**src/rtl/counter_sched_pkg.sv**
```systemverilog
// Shared types and defaults for the counter scheduler.
// State encoding and default parameter values.
package counter_sched_pkg;

  typedef enum logic [1:0] {
    ST_IDLE = 2'd0,
    ST_RUN  = 2'd1,
    ST_DONE = 2'd2
  } state_t;

  localparam int DEF_NREQ  = 4;
  localparam int DEF_CNT_W = 8;

endpackage

```
**src/rtl/counter_sched_rr_arb.sv**
```systemverilog
// Round-robin arbiter for the counter scheduler.
// Searches req from ptr upward with wrap; first set bit wins.
module rr_arb #(
  parameter int NREQ  = 4,
  parameter int IDX_W = 2
) (
  input  logic [NREQ-1:0]  req,
  input  logic [IDX_W-1:0] ptr,
  output logic [NREQ-1:0]  win,
  output logic [IDX_W-1:0] win_idx
);

  logic             found;
  logic [IDX_W-1:0] k;
  int               s;

  // Scan NREQ positions starting at ptr, keep the first hit.
  always_comb begin
    win     = '0;
    win_idx = '0;
    found   = 1'b0;
    k       = '0;
    s       = 0;
    for (int i = 0; i < NREQ; i++) begin
      s = int'(ptr) + i;
      if (s >= NREQ) s = s - NREQ;
      k = IDX_W'(s);
      if (!found && req[k]) begin
        found      = 1'b1;
        win[k]     = 1'b1;
        win_idx    = k;
      end
    end
  end

endmodule

```
**src/rtl/counter_sched.sv**
```systemverilog
// Round-robin scheduler sharing one enable-driven counter.
// Grants one requester a run window of its latched length.
module counter_sched
  import counter_sched_pkg::*;
#(
  parameter int NREQ  = DEF_NREQ,
  parameter int CNT_W = DEF_CNT_W,
  parameter int IDX_W = 2
) (
  input  logic                  clk,
  input  logic                  rst_n,
  input  logic [NREQ-1:0]       req,
  input  logic [NREQ*CNT_W-1:0] len,
  output logic                  en_out,
  output logic [NREQ-1:0]       gnt,
  output logic [IDX_W-1:0]      gnt_idx,
  output logic                  busy,
  output logic [NREQ-1:0]       done,
  output logic                  aborted,
  output logic [CNT_W-1:0]      remain
);

  state_t           state;
  logic [IDX_W-1:0] ptr;
  logic [NREQ-1:0]  win;
  logic [IDX_W-1:0] win_idx;
  logic [CNT_W-1:0] len_w;
  logic             req_w;
  logic             last;
  logic [IDX_W-1:0] nxt_ptr;

  rr_arb #(
    .NREQ  (NREQ),
    .IDX_W (IDX_W)
  ) u_arb (
    .req     (req),
    .ptr     (ptr),
    .win     (win),
    .win_idx (win_idx)
  );

  // Pick the winner's run length out of the packed len bus.
  always_comb begin
    len_w = '0;
    for (int i = 0; i < NREQ; i++) begin
      if (win[i]) len_w = len[i*CNT_W +: CNT_W];
    end
  end

  assign req_w   = |(req & gnt);
  assign last    = remain < CNT_W'(2);
  assign nxt_ptr = (gnt_idx == IDX_W'(NREQ-1)) ?
                   '0 : gnt_idx + 1'b1;

  // Scheduler FSM with registered outputs and run-length counter.
  always_ff @(posedge clk) begin
    if (!rst_n) begin
      state   <= ST_IDLE;
      ptr     <= '0;
      en_out  <= 1'b0;
      gnt     <= '0;
      gnt_idx <= '0;
      busy    <= 1'b0;
      done    <= '0;
      aborted <= 1'b0;
      remain  <= '0;
    end else begin
      done <= '0;
      unique case (state)
        ST_IDLE: begin
          if (|req) begin
            state   <= ST_RUN;
            gnt     <= win;
            gnt_idx <= win_idx;
            busy    <= 1'b1;
            remain  <= len_w;
            en_out  <= |len_w;
          end
        end
        ST_RUN: begin
          if (!req_w || last) begin
            state   <= ST_DONE;
            en_out  <= 1'b0;
            gnt     <= '0;
            remain  <= '0;
            done    <= gnt;
            aborted <= !req_w;
            ptr     <= nxt_ptr;
          end else begin
            remain <= remain - 1'b1;
          end
        end
        ST_DONE: begin
          state   <= ST_IDLE;
          busy    <= 1'b0;
          aborted <= 1'b0;
        end
        default: state <= ST_IDLE;
      endcase
    end
  end

endmodule

```
**config.mk**
```make
export PLATFORM = sky130hd
export DESIGN_NAME = counter_sched
export DESIGN_NICKNAME = d
export VERILOG_FILES = /design/src/rtl/counter_sched_pkg.sv /design/src/rtl/counter_sched_rr_arb.sv /design/src/rtl/counter_sched.sv
export SDC_FILE = /design/constraint.sdc
export NUM_CORES = 1
export LEC_CHECK = 0
export CAP_MARGIN = 40
export CORE_MARGIN = 4
export CORE_UTILIZATION = 34
export CTS_CLUSTER_DIAMETER = 30
export CTS_CLUSTER_SIZE = 10
export DETAILED_ROUTE_END_ITERATION = 8
export PLACE_DENSITY = 0.57
export SKIP_CTS_REPAIR_TIMING = 1
export SYNTH_ARGS = -nofsm -noshare
export SYNTH_HDL_FRONTEND = slang
export SYNTH_SLANG_ARGS = --single-unit
```
**constraint.sdc**
```tcl
create_clock -name clk -period 7.47 [get_ports clk]
set_input_delay 2.241 -clock clk [delete_from_list [all_inputs] [get_ports clk]]
set_output_delay 2.241 -clock clk [all_outputs]
set_load 0.01 [all_outputs]
```
* Word-level counts from Yosys, hierarchy flattened
Index checks and enable logic that the tools add are counted.
W data, S select, Z words.
** Storage, ports and cells
- Output and inout port bits :: 21
- Bits of input ports :: 38
- Flip-flop bits (word level) :: 25
** Cells by class
- $add $sub $neg :: 9
- Reductions and logical operators :: 27
- Muxes and demuxes :: 52
- Bitwise operators :: 4
- Equal/unequal tests :: 5
- Magnitude comparators :: 13
** Operator list (number)
- $mux W8 :: 6
- $mux W4 :: 6
- $mux W2 :: 11
- $pmux W8 S2 :: 1
- $mux W1 :: 15
- $lt A2 B3 Y1 const B :: 4
- $or A4 B4 Y4 :: 3
- $reduce_and A2 Y1 :: 6
- $ge A3 B3 Y1 const B :: 3
- $bmux W1 S2 :: 4
- $demux W1 S2 :: 4
- $ge A2 B1 Y1 const B :: 4
- $lt A8 B2 Y1 const B :: 1
- $pmux W4 S2 :: 1
- $reduce_or A4 Y1 :: 2
- $reduce_or A8 Y1 :: 1
- $sub A2 B1 Y2 const B :: 4
- $sub A8 B1 Y8 const B :: 1
- $logic_and A1 B1 Y1 :: 7
- $add A2 B2 Y3 const B :: 2
- $pmux W1 S2 :: 3
- $reduce_and A3 Y1 :: 2
- $reduce_bool A2 Y1 :: 3
- $and A4 B4 Y4 :: 1
- 10 further kinds :: 15

* Longest topological paths before layout
Gate-level depths: netlist of run 1.
- Depth after elaboration :: 21
- Mapped depth :: 13
- Mapped depth without buffers :: 10

* Modules after synthesis
From an unflattened synthesis of run 1, not the netlist that was laid out.
** Unflattened totals
- Cell total of the unflattened synthesis :: 230
- Area total of the unflattened synthesis :: 1893.1 um^2
** Modules (own cells, without submodules)
- counter_sched :: seq. area each 500.5 um^2, cells an instance 165, times used 1, area an instance 1403.8 um^2
- rr_arb :: seq. area each 0.0 um^2, cells an instance 65, times used 1, area an instance 489.2 um^2

* Worst setup path after synthesis of run 1
Ideal clock, no wire load.
- Kind :: input-to-reg
- Start point :: input port req[0]
- End point :: register en_out
- Stages on the path :: 10
- Path buffers :: 2
- Library setup time :: 0.137 ns
- Arrival :: 4.462 ns
- Setup slack :: 2.871 ns
- Path through :: buf_2 > mux4_2 > a31o_1 > a211o_1 > a21o_1 > buf_2 > a211oi_1 > a221oi_2 > nor4_1 > a31oi_1
** On the way
- Cells in the longest elaborated chain, start to end :: 19
** RTL lines
- start: declaration :: RTL line counter_sched.sv:12 : input logic [NREQ-1:0] req,
- $bmux W1 S2 :: RTL line counter_sched_rr_arb.sv:28 : if (!found && req[k]) begin
- $mux W1 (not written as such) :: RTL line counter_sched_rr_arb.sv:28
- $mux W1 :: RTL line counter_sched_rr_arb.sv:28
- $logic_not A1 Y1 :: RTL line counter_sched_rr_arb.sv:28
- $logic_and A1 B1 Y1 :: RTL line counter_sched_rr_arb.sv:28
- $mux W1 :: RTL line counter_sched_rr_arb.sv:28
- $logic_not A1 Y1 :: RTL line counter_sched_rr_arb.sv:28
- $logic_and A1 B1 Y1 :: RTL line counter_sched_rr_arb.sv:28
- $mux W1 :: RTL line counter_sched_rr_arb.sv:28
- $logic_not A1 Y1 :: RTL line counter_sched_rr_arb.sv:28
- $logic_and A1 B1 Y1 :: RTL line counter_sched_rr_arb.sv:28
- $mux W4 :: RTL line counter_sched_rr_arb.sv:28
- $mux W8 (4 in series) :: RTL line counter_sched.sv:46 : if (win[i]) len_w = len[i*CNT_W +: CNT_W];
- $reduce_or A8 Y1 :: RTL line counter_sched.sv:77 : en_out <= |len_w;
- $mux W1 :: RTL line counter_sched.sv:71 : if (|req) begin
- $pmux W1 S2 :: RTL line counter_sched.sv:69 : unique case (state)
- end signal: assignment :: RTL line counter_sched.sv:77
- end: declaration :: RTL line counter_sched.sv:14 : output logic en_out,
Several ways; a longest one is shown, not always the timed one. The select of a mux whose other input is x is not followed.
A chain may end at the register's enable or synchronous reset.

* Final worst setup path of run 1
- Start point :: input port req[3]
- End point :: register en_out
The elaborated chain is that of the path after synthesis.

==> impl_metrics.yaml, run 1 <==
power_and_ir_drop:
  peakVddDrop_uv: 127.0
  power_leakage_nw: 1.045
  total_power_mw: 1.041
  p_per_area_nw_per_um2: 380.3
global_routing:
  grt_pass1_wl_um: 9853
  antenna_found_initial: 0
  grt_pass1_vias: 2037
  overflow: 0
  grt_max_degree: 28
  grtUsageTotal_pct: 16.35
setup_path:
  r2r_slack_ns: 3.44
  reg2regPathDepth: 10
  cp_max_fo: 13
  worst_ep_arrival_time_ns: 5.33
  cp-end-kind: "register"
  worstSetupPathType: "in2reg"
  r2r-start: "ptr[1]$_SDFFE_PN0P_"
  r2r_end: "en_out$_SDFFE_PN0P_"
  crit_path_start_kind: "input pin"
  cp_data_required_time_ns: 7.59
die:
  dieArea_um2: 7395
  ioPinCount: 59
  rows: 28
  start_util_pct: 34.93
  core_area_um2: 5921
  die_h_um: 86.00
  die_x_um: 86.00
clocking:
  cts_inserted_buffers: 3
  cts-htree-levels: 1
  clk_pin_slew_ns: 0.09
  cts_root_buf: "clkbuf_8"
  cts.path.max_buffers: 2
  clkLatencyLatePin_ns: 0.27
  cts_tree: "built"
  cts_num_sinks: 25
routing:
  ant_nets: 0
  drt_iter0_drc: 133
  via_per_inst: 5.441
  first_pass_iters: 4
  vias: 2073
  wl_um: 5812
  avgRoutedWirePerCell_um: 15.25
  drc_errors: 0
synth:
  synth_async_sr_flop_share_pct: 0
  synth_cell_type_count: 53
  synth.yosys.seq_area_share_pct: 24.20
  yosys_register_bits: 25
  synth_warnings: 0
  synth_edf_count: 0
  synth_area_um2: 2068
  ys.flop_type: "dfxtp_1"
  postSynthCellCount: 256
  synth.avg_cell_area_um2: 8.079
  synth_nets: 303
layout:
  syn_to_final_growth_pct: 32.43
  nets: 354
  num_antenna_cells: 0
  final_core_util_pct: 46.26
  drive_gt1_share_pct: 8.497
job:
  maxCapViolations: 0
sta:
  hold_viol: 0
  fmax_mhz: 191.9
  setup_viol: 0
  setup_tns_ns: 0
  post-route-min-period_ns: 5.212
  grt_setup_unrepaired: "no"
  fin_worst_skew_ns: 0.006531
  worst_slew_pin_slew_ns: 0.7928
  post-route-period-util_pct: 69.77
  slew_headroom_pct: 46.95
  slew_violations: 0
min_path:
  hold_path_class: "reg2reg"
  hold_end: "done[3]$_SDFF_PN0_"
  hp-start: "gnt[3]$_SDFFE_PN0P_"
  min_path_cells: 1
place:
  dpl.hpwl_um: 4544
  place_congestion: 0.7698
  numPortBuffers: 58
status:
  status: "completed"
==> cells in the mapped netlist (2+ instances only) <==
cell type  instances  area [µm²]
o41ai_1            2       17.52
o22ai_1            3       18.77
nor4_1             3       18.77
ha_1               9       112.6
and2_1             6       37.54
nor2_1            22       82.58
a21oi_1           15       75.07
inv_1             14       52.55
a211oi_1           6       45.04
clkbuf_1           9       33.78
a22o_1             2       17.52
o21ai_1            4       20.02
mux2i_1            8       80.08
nor3b_1            2       15.01
nor3_1             4       20.02
a2bb2oi_1          2       17.52
mux4_2             4       90.09
a221oi_2           6       90.09
nor2b_1            8       50.05
xor2_1             3       26.28
nand3_1            4       20.02
o21ai_0            9       45.04
a32oi_1            2       17.52
a221oi_1           3       26.28
a22oi_1            5       37.54
mux2_2             5       56.30
nand2_1           31       116.4
a21boi_0           3       22.52
nand2b_1           5       31.28
dfxtp_1           25       500.5
buf_2              4       20.02
and3_1             5       31.28
a31oi_1            3       18.77
==> worst max path at each step <==
stage	slack (ns)	endpoint	depth (start not counted)	start
2_1_floorplan	2.87	en_out$_SDFFE_PN0P_	10	req[0]
3_3_place_gp	2.08	en_out$_SDFFE_PN0P_	8	req[3]
3_5_place_dp	1.97	en_out$_SDFFE_PN0P_	9	req[3]
4_1_cts	2.25	en_out$_SDFFE_PN0P_	9	req[3]
5_1_grt	1.93	en_out$_SDFFE_PN0P_	9	req[3]
6_report	2.26	en_out$_SDFFE_PN0P_	9	req[3]
==> stage by stage <==
step	cells	instance area (µm²)	hold slack [ns]	worst slack (ns)
5_1_grt	381	2739	0.5620	1.929
3_3_place_gp	376	2685	0.5268	2.082
2_1_floorplan	256	2068	0.5183	2.871
6_report	381	2739	0.5328	2.258
4_1_cts	381	2739	0.5375	2.252
3_5_place_dp	377	2690	0.5273	1.971
==> metal layers <==
metal / share of wire, % / GRT usage, % / wire [µm]
met1: 49 / 22.73 / 2831
met5: 0 / 0 / 0
met4: 0.69 / 3.022 / 40
met3: 6.7 / 3.266 / 392
met2: 44 / 26.35 / 2548
==> kinds of logic after synthesis <==
group	count (synthesis)	synth area share (%)
and+or+nand+nor	94	21.84
AOI/OAI and AO/OA	78	29.83
buffers and inverters	29	6.050
DFF	25	24.20
muxes	17	10.95
adders and majority gates	9	5.445
xor gates and xnor gates	4	1.694
==> final cells by class <==
| type | count | area [µm²] |
|---|---|---|
| inverters | 14 | 52.55 |
| well taps | 75 | 93.84 |
| clock buffers | 3 | 41.29 |
| fillers | 588 | 3182 |
| repair buffers | 61 | 600.6 |
| multi-input cells | 202 | 1443 |
| clock inverters | 1 | 7.507 |
| flip-flops and latches | 25 | 500.5 |
==> critical path, cell delays in order <==
cell             delay, ns
clkdlybuf4s50_1       0.61
mux4_2                0.66
or2_1                 0.28
nor2_1                0.20
a22o_1                0.33
and2_1                0.40
a221oi_1              0.18
nor4_1                0.31
a31oi_1               0.12
==> cells in the final DEF, fill, tap and decap left out, types with 2 or more instances in the layout <==
cell type	n
clkdlybuf4s50_1	58
nand2_1	31
dfxtp_1	25
nor2_1	22
a21oi_1	15
inv_1	14
o21ai_0	9
ha_1	9
nor2b_1	8
mux2i_1	8
and2_1	6
a211oi_1	6
a221oi_2	6
a22oi_1	5
mux2_2	5
nand2b_1	5
and3_1	5
nor3_1	4
mux4_2	4
o21ai_1	4
nand3_1	4
xor2_1	3
o22ai_1	3
a221oi_1	3
a31oi_1	3
nor4_1	3
a21boi_0	3
clkbuf_8	3
o41ai_1	2
a22o_1	2
a2bb2oi_1	2
nor3b_1	2
a32oi_1	2
buf_4	2
==> state kept, by name (all words and copies together), names as in the netlist <==
signal   cells
en_out       1
gnt          4
state        2
done         4
busy         1
gnt_idx      2
ptr          2
aborted      1
remain       8
==> where the power goes <==
part / switching, mW / internal (mW)
combinational: 0.392 / 0.330
clock: 0.0453 / 0.0379
sequential: 0.0563 / 0.179
Power figures use the tool's default switching activity.
==> run 2: changes to the inputs <==
==> constraint.sdc (replaced) <==
create_clock -name clk -period 5.3 [get_ports clk]
set_input_delay 1.59 -clock clk [delete_from_list [all_inputs] [get_ports clk]]
set_output_delay 1.59 -clock clk [all_outputs]
set_load 0.01 [all_outputs]
==> run 2 against run 1 <==
Net effect: clock skew shrank 0.0047 ns; register-to-register slack lost 2.2 ns; largest power group unchanged; final area grew 0.27%; setup slack lost 1.5 ns; combinational power grew 42%; utilization grew 0.13 points; critical path depth shrank 1; first-iteration DRC count shrank 21%.
==> impl_metrics.yaml, run 2 (synthesis gave the netlist of run 1 again) <==
setup_path:
  cp_max_fo: 13
  crit_path_start_kind: "input pin"
  cp-end-kind: "register"
  cp_data_required_time_ns: 5.43
  worstSetupPathType: "in2reg"
  worst_ep_arrival_time_ns: 4.70
layout:
  nets: 355
  largest_reg_flops: 8
  nFillCells: 596
  syn_to_final_growth_pct: 32.79
  drive_gt1_share_pct: 8.795
  top_register: "remain"
  reg_top3: "remain (8), done (4), gnt (4)"
  num_antenna_cells: 0
  layout_commonest_cell: "clkdlybuf4s50_1"
  mostFrequentLayoutCells: "58 x clkdlybuf4s50_1, 31 x nand2_1, 25 x dfxtp_1, 22 x nor2_1, 15 x a21oi_1"
global_routing:
  grt_max_degree: 27
  grt_pass1_wl_um: 9791
  overflow: 0
  grt_pass1_vias: 1967
  antenna_found_initial: 0
  use_met2_pct: 25.30
  use_met1_pct: 23.72
  grtUsageTotal_pct: 16.23
  grt-busiest-layer: "met2"
  gr-usage-met3_pct: 2.786
clocking:
  cts_root_buf: "clkbuf_8"
  cts_num_sinks: 25
  clkLatencyLatePin_ns: 0.27
  clk_pin_slew_ns: 0.09
  cts-htree-levels: 1
  cts_inserted_buffers: 3
  cts_tree: "built"
  cts.path.max_buffers: 2
sta:
  hold-worst-slack_ns: 0.5416
  worst_slew_pin_slew_ns: 0.7707
  setup_viol: 0
  post-route-min-period_ns: 4.570
  fin_worst_skew_ns: 0.001838
  slew_violations: 0
  slew_headroom_pct: 48.43
  hold_viol: 0
  setup_tns_ns: 0
  post-route-period-util_pct: 86.22
  fmax_mhz: 218.8
  grt_setup_unrepaired: "no"
min_path:
  hold_path_class: "reg2reg"
routing:
  via_per_inst: 5.314
  drc_errors: 0
  avgRoutedWirePerCell_um: 15.60
  drt_iter0_drc: 105
  vias: 2030
  wl_um: 5958
  ant_nets: 0
  first_pass_iters: 4
place:
  dpl.hpwl_um: 4633
  place_congestion: 0.7893
  numPortBuffers: 58
power_and_ir_drop:
  p_per_area_nw_per_um2: 540.5
  peakVddDrop_uv: 185.2
  power_leakage_nw: 1.049
die:
  core_area_um2: 5921
  start_util_pct: 34.93
  ioPinCount: 59
  die_x_um: 86.00
  rows: 28
  dieArea_um2: 7395
  die_h_um: 86.00
job:
  maxCapViolations: 0
status:
  status: "completed"
## run 2: cell count changes in the layout (fill, tap and decap cells not counted), sizes merged
cell  before  now
buf        3    4
## run 2: report_power, final
group	total [mW]	switching, mW	internal, mW
sequential	0.336	0.0839	0.252
clock	0.118	0.0645	0.0533
combinational	1.03	0.561	0.469
total	1.48	0.709	0.775
## run 2: critical path: stages
cell,delay (ns)
clkdlybuf4s50_1,0.63
mux4_2,0.67
a2111oi_2,0.43
a2bb2oi_2,0.38
and2_1,0.41
a221oi_1,0.17
nor4_1,0.29
a31oi_1,0.11
## run 2: metrics by stage
step	util, %	power (mW)	std cells	setup slack [ns]	area (µm²)
after floorplan	-	1.056	256	1.352	2068
after global placement	45.48	1.364	377	0.5632	2693
after detailed placement	45.56	1.367	378	0.4383	2698
after CTS	46.39	1.488	382	0.7164	2746
after global routing	46.39	1.618	382	0.4342	2746
final	46.39	1.484	382	0.7304	2746
## run 2: per-layer routing
layer | routed length, µm | vias to the layer above
met4 | 31 | 0
li1 | - | 1049
met2 | 2630 | 59
met1 | 2987 | 920
met5 | 0 | -
met3 | 309 | 2
## run 2: worst paths after layout
path                            start                   to  slack, ns  cells after the start
setup / recovery               req[3]  en_out$_SDFFE_PN0P_       0.73                      8
hold / removal    gnt[0]$_SDFFE_PN0P_   done[0]$_SDFF_PN0_       0.54                      1
setup reg to reg  ptr[1]$_SDFFE_PN0P_  en_out$_SDFFE_PN0P_       1.26                     10
hold reg to reg   gnt[0]$_SDFFE_PN0P_   done[0]$_SDFF_PN0_       0.54                      1
## run 2: final cells by class
class	instances	area, µm²	area share, %
multi-input cells	202	1443	52.53
repair buffers	62	608.1	22.14
flip-flops and latches	25	500.5	18.22
well taps	75	93.84	3.417
inverters	14	52.55	1.913
clock buffers	3	41.29	1.503
clock inverters	1	7.507	0.2733
==> run 3: changes to the inputs <==
--- a/config.mk
+++ b/config.mk
@@ -11,6 +11,7 @@
 export CTS_CLUSTER_DIAMETER = 30
 export CTS_CLUSTER_SIZE = 10
 export DETAILED_ROUTE_END_ITERATION = 8
+export GPL_TIMING_DRIVEN = 0
 export PLACE_DENSITY = 0.57
 export SKIP_CTS_REPAIR_TIMING = 1
 export SYNTH_ARGS = -nofsm -noshare
==> run 3 against run 2 <==
Net effect: sequential share of layout area shrank 0.29 points; global-route usage grew 0.49 points; critical path type unchanged; clock power is essentially flat.
==> impl_metrics.yaml, run 3 (synthesis gave the netlist of run 1 again) <==
global_routing:
  grtUsageTotal_pct: 16.72
  overflow: 0
  grt_pass1_wl_um: 10140
  antenna_found_initial: 0
  grt_pass1_vias: 2053
  grt_max_degree: 16
layout:
  num_antenna_cells: 0
  drive_gt1_share_pct: 9.718
  final_cell_area_um2: 2791
  largest_reg_flops: 8
  reg_top3: "remain (8), done (4), gnt (4)"
  final_core_util_pct: 47.15
  layout_commonest_cell: "clkdlybuf4s50_1"
  top_register: "remain"
  nets: 367
  syn_to_final_growth_pct: 34.97
  mostFrequentLayoutCells: "57 x clkdlybuf4s50_1, 31 x nand2_1, 25 x dfxtp_1, 22 x nor2_1, 15 x a21oi_1"
  nFillCells: 605
min_path:
  hold_path_class: "reg2reg"
  min_path_cells: 1
clocking:
  cts_tree: "built"
  clkLatencyLatePin_ns: 0.27
  cts_inserted_buffers: 3
  cts.path.max_buffers: 2
  cts-htree-levels: 1
  cts_num_sinks: 25
  clk_pin_slew_ns: 0.09
  cts_root_buf: "clkbuf_8"
sta:
  fin_worst_skew_ns: 0.002484
  slew_headroom_pct: 45.98
  hold-worst-slack_ns: 0.5125
  slew_violations: 0
  worst_slew_pin_slew_ns: 0.7999
  setup_tns_ns: 0
  grt_setup_unrepaired: "no"
  setup_viol: 0
  fmax_mhz: 220.8
  post-route-period-util_pct: 85.44
  post-route-min-period_ns: 4.529
  hold_viol: 0
setup_path:
  crit_chain: "clkdlybuf4s50_1 > clkbuf_1 > mux2_2 > mux2i_1 > a2111oi_2 > a2bb2oi_2 > and2_1 > buf_4 > a221oi_1 > nor4_1 > a31oi_1"
  worst_ep_arrival_time_ns: 4.67
  slowest_delay_ns: 0.49
  crit_path_start_kind: "input pin"
  reg2regPathDepth: 13
  cp_max_fo: 10
  cp-end-kind: "register"
  cp_data_required_time_ns: 5.45
  crit_slowest_cell: "clkdlybuf4s50_1"
  worstSetupPathType: "in2reg"
die:
  start_util_pct: 34.93
  ioPinCount: 59
  die_x_um: 86.00
  die_h_um: 86.00
  rows: 28
  dieArea_um2: 7395
  core_area_um2: 5921
routing:
  vias: 2121
  via_per_inst: 5.383
  drc_errors: 0
  wl_um: 6016
  drt_iter0_drc: 130
  first_pass_iters: 4
  avgRoutedWirePerCell_um: 15.27
  ant_nets: 0
power_and_ir_drop:
  total_power_mw: 1.507
  power_leakage_nw: 1.076
  p_per_area_nw_per_um2: 539.7
  peakVddDrop_uv: 200.3
place:
  placed_cell_area_um2: 2743
  dpl.hpwl_um: 4644
  place_congestion: 0.8032
  numPortBuffers: 57
job:
  maxCapViolations: 0
status:
  status: "completed"
[run 3: cell count changes in the layout (fill, tap and decap cells not counted), sizes merged]
cell,previous run,this run
buf,4,8
clkbuf,3,12
clkdlybuf4s50,58,57
[run 3: power breakdown]
part           total, mW  internal [mW]  leakage, nW  switching, mW
Clock              0.119         0.0534       0.0217         0.0660
Combinational       1.06          0.484        0.848          0.578
Sequential         0.326          0.253        0.206         0.0731
[run 3: layer usage]
metal  vias to the layer above  part of all wire (%)  global-route usage [%]
met3                         6                   6.8                   4.035
met2                        70                    43                   25.51
li1                       1068                     -                       -
met5                         -                     0                       0
met1                       977                    49                   24.03
met4                         0                  0.96                   3.022
[run 3: path summary, 6_finish.rpt]
| check | from | to | slack (ns) |
|---|---|---|---|
| setup / recovery | req[2] | en_out$_SDFFE_PN0P_ | 0.77 |
| hold / removal | gnt[0]$_SDFFE_PN0P_ | done[0]$_SDFF_PN0_ | 0.51 |
| setup reg to reg | ptr[1]$_SDFFE_PN0P_ | en_out$_SDFFE_PN0P_ | 1.16 |
| hold reg to reg | gnt[0]$_SDFFE_PN0P_ | done[0]$_SDFF_PN0_ | 0.51 |
[run 3: area by class of cell]
cell class | count | area (µm²) | area share (%)
plain buffers | 15 | 72.57 | 2.600
repair buffers | 59 | 580.6 | 20.80
clock buffers | 3 | 41.29 | 1.479
inverters | 14 | 52.55 | 1.883
clock inverters | 1 | 7.507 | 0.2689
flip-flops and latches | 25 | 500.5 | 17.93
multi-input cells | 202 | 1443 | 51.68
well taps | 75 | 93.84 | 3.362
[run 3: stage by stage]
step / setup slack (ns) / instances
floorplan: 1.352 / 256
global placement: 0.4556 / 388
detailed placement: 0.4699 / 390
CTS: 0.7634 / 394
global route: 0.4723 / 394
finish: 0.7715 / 394
[run 3: critical path: cells and delay by family]
kind	cells	cell delay, ns
AO/OA/AOI/OAI	4	1.07
buffers and inverters	3	1.03
AND/OR/NAND/NOR	2	0.53
multiplexers	2	0.44
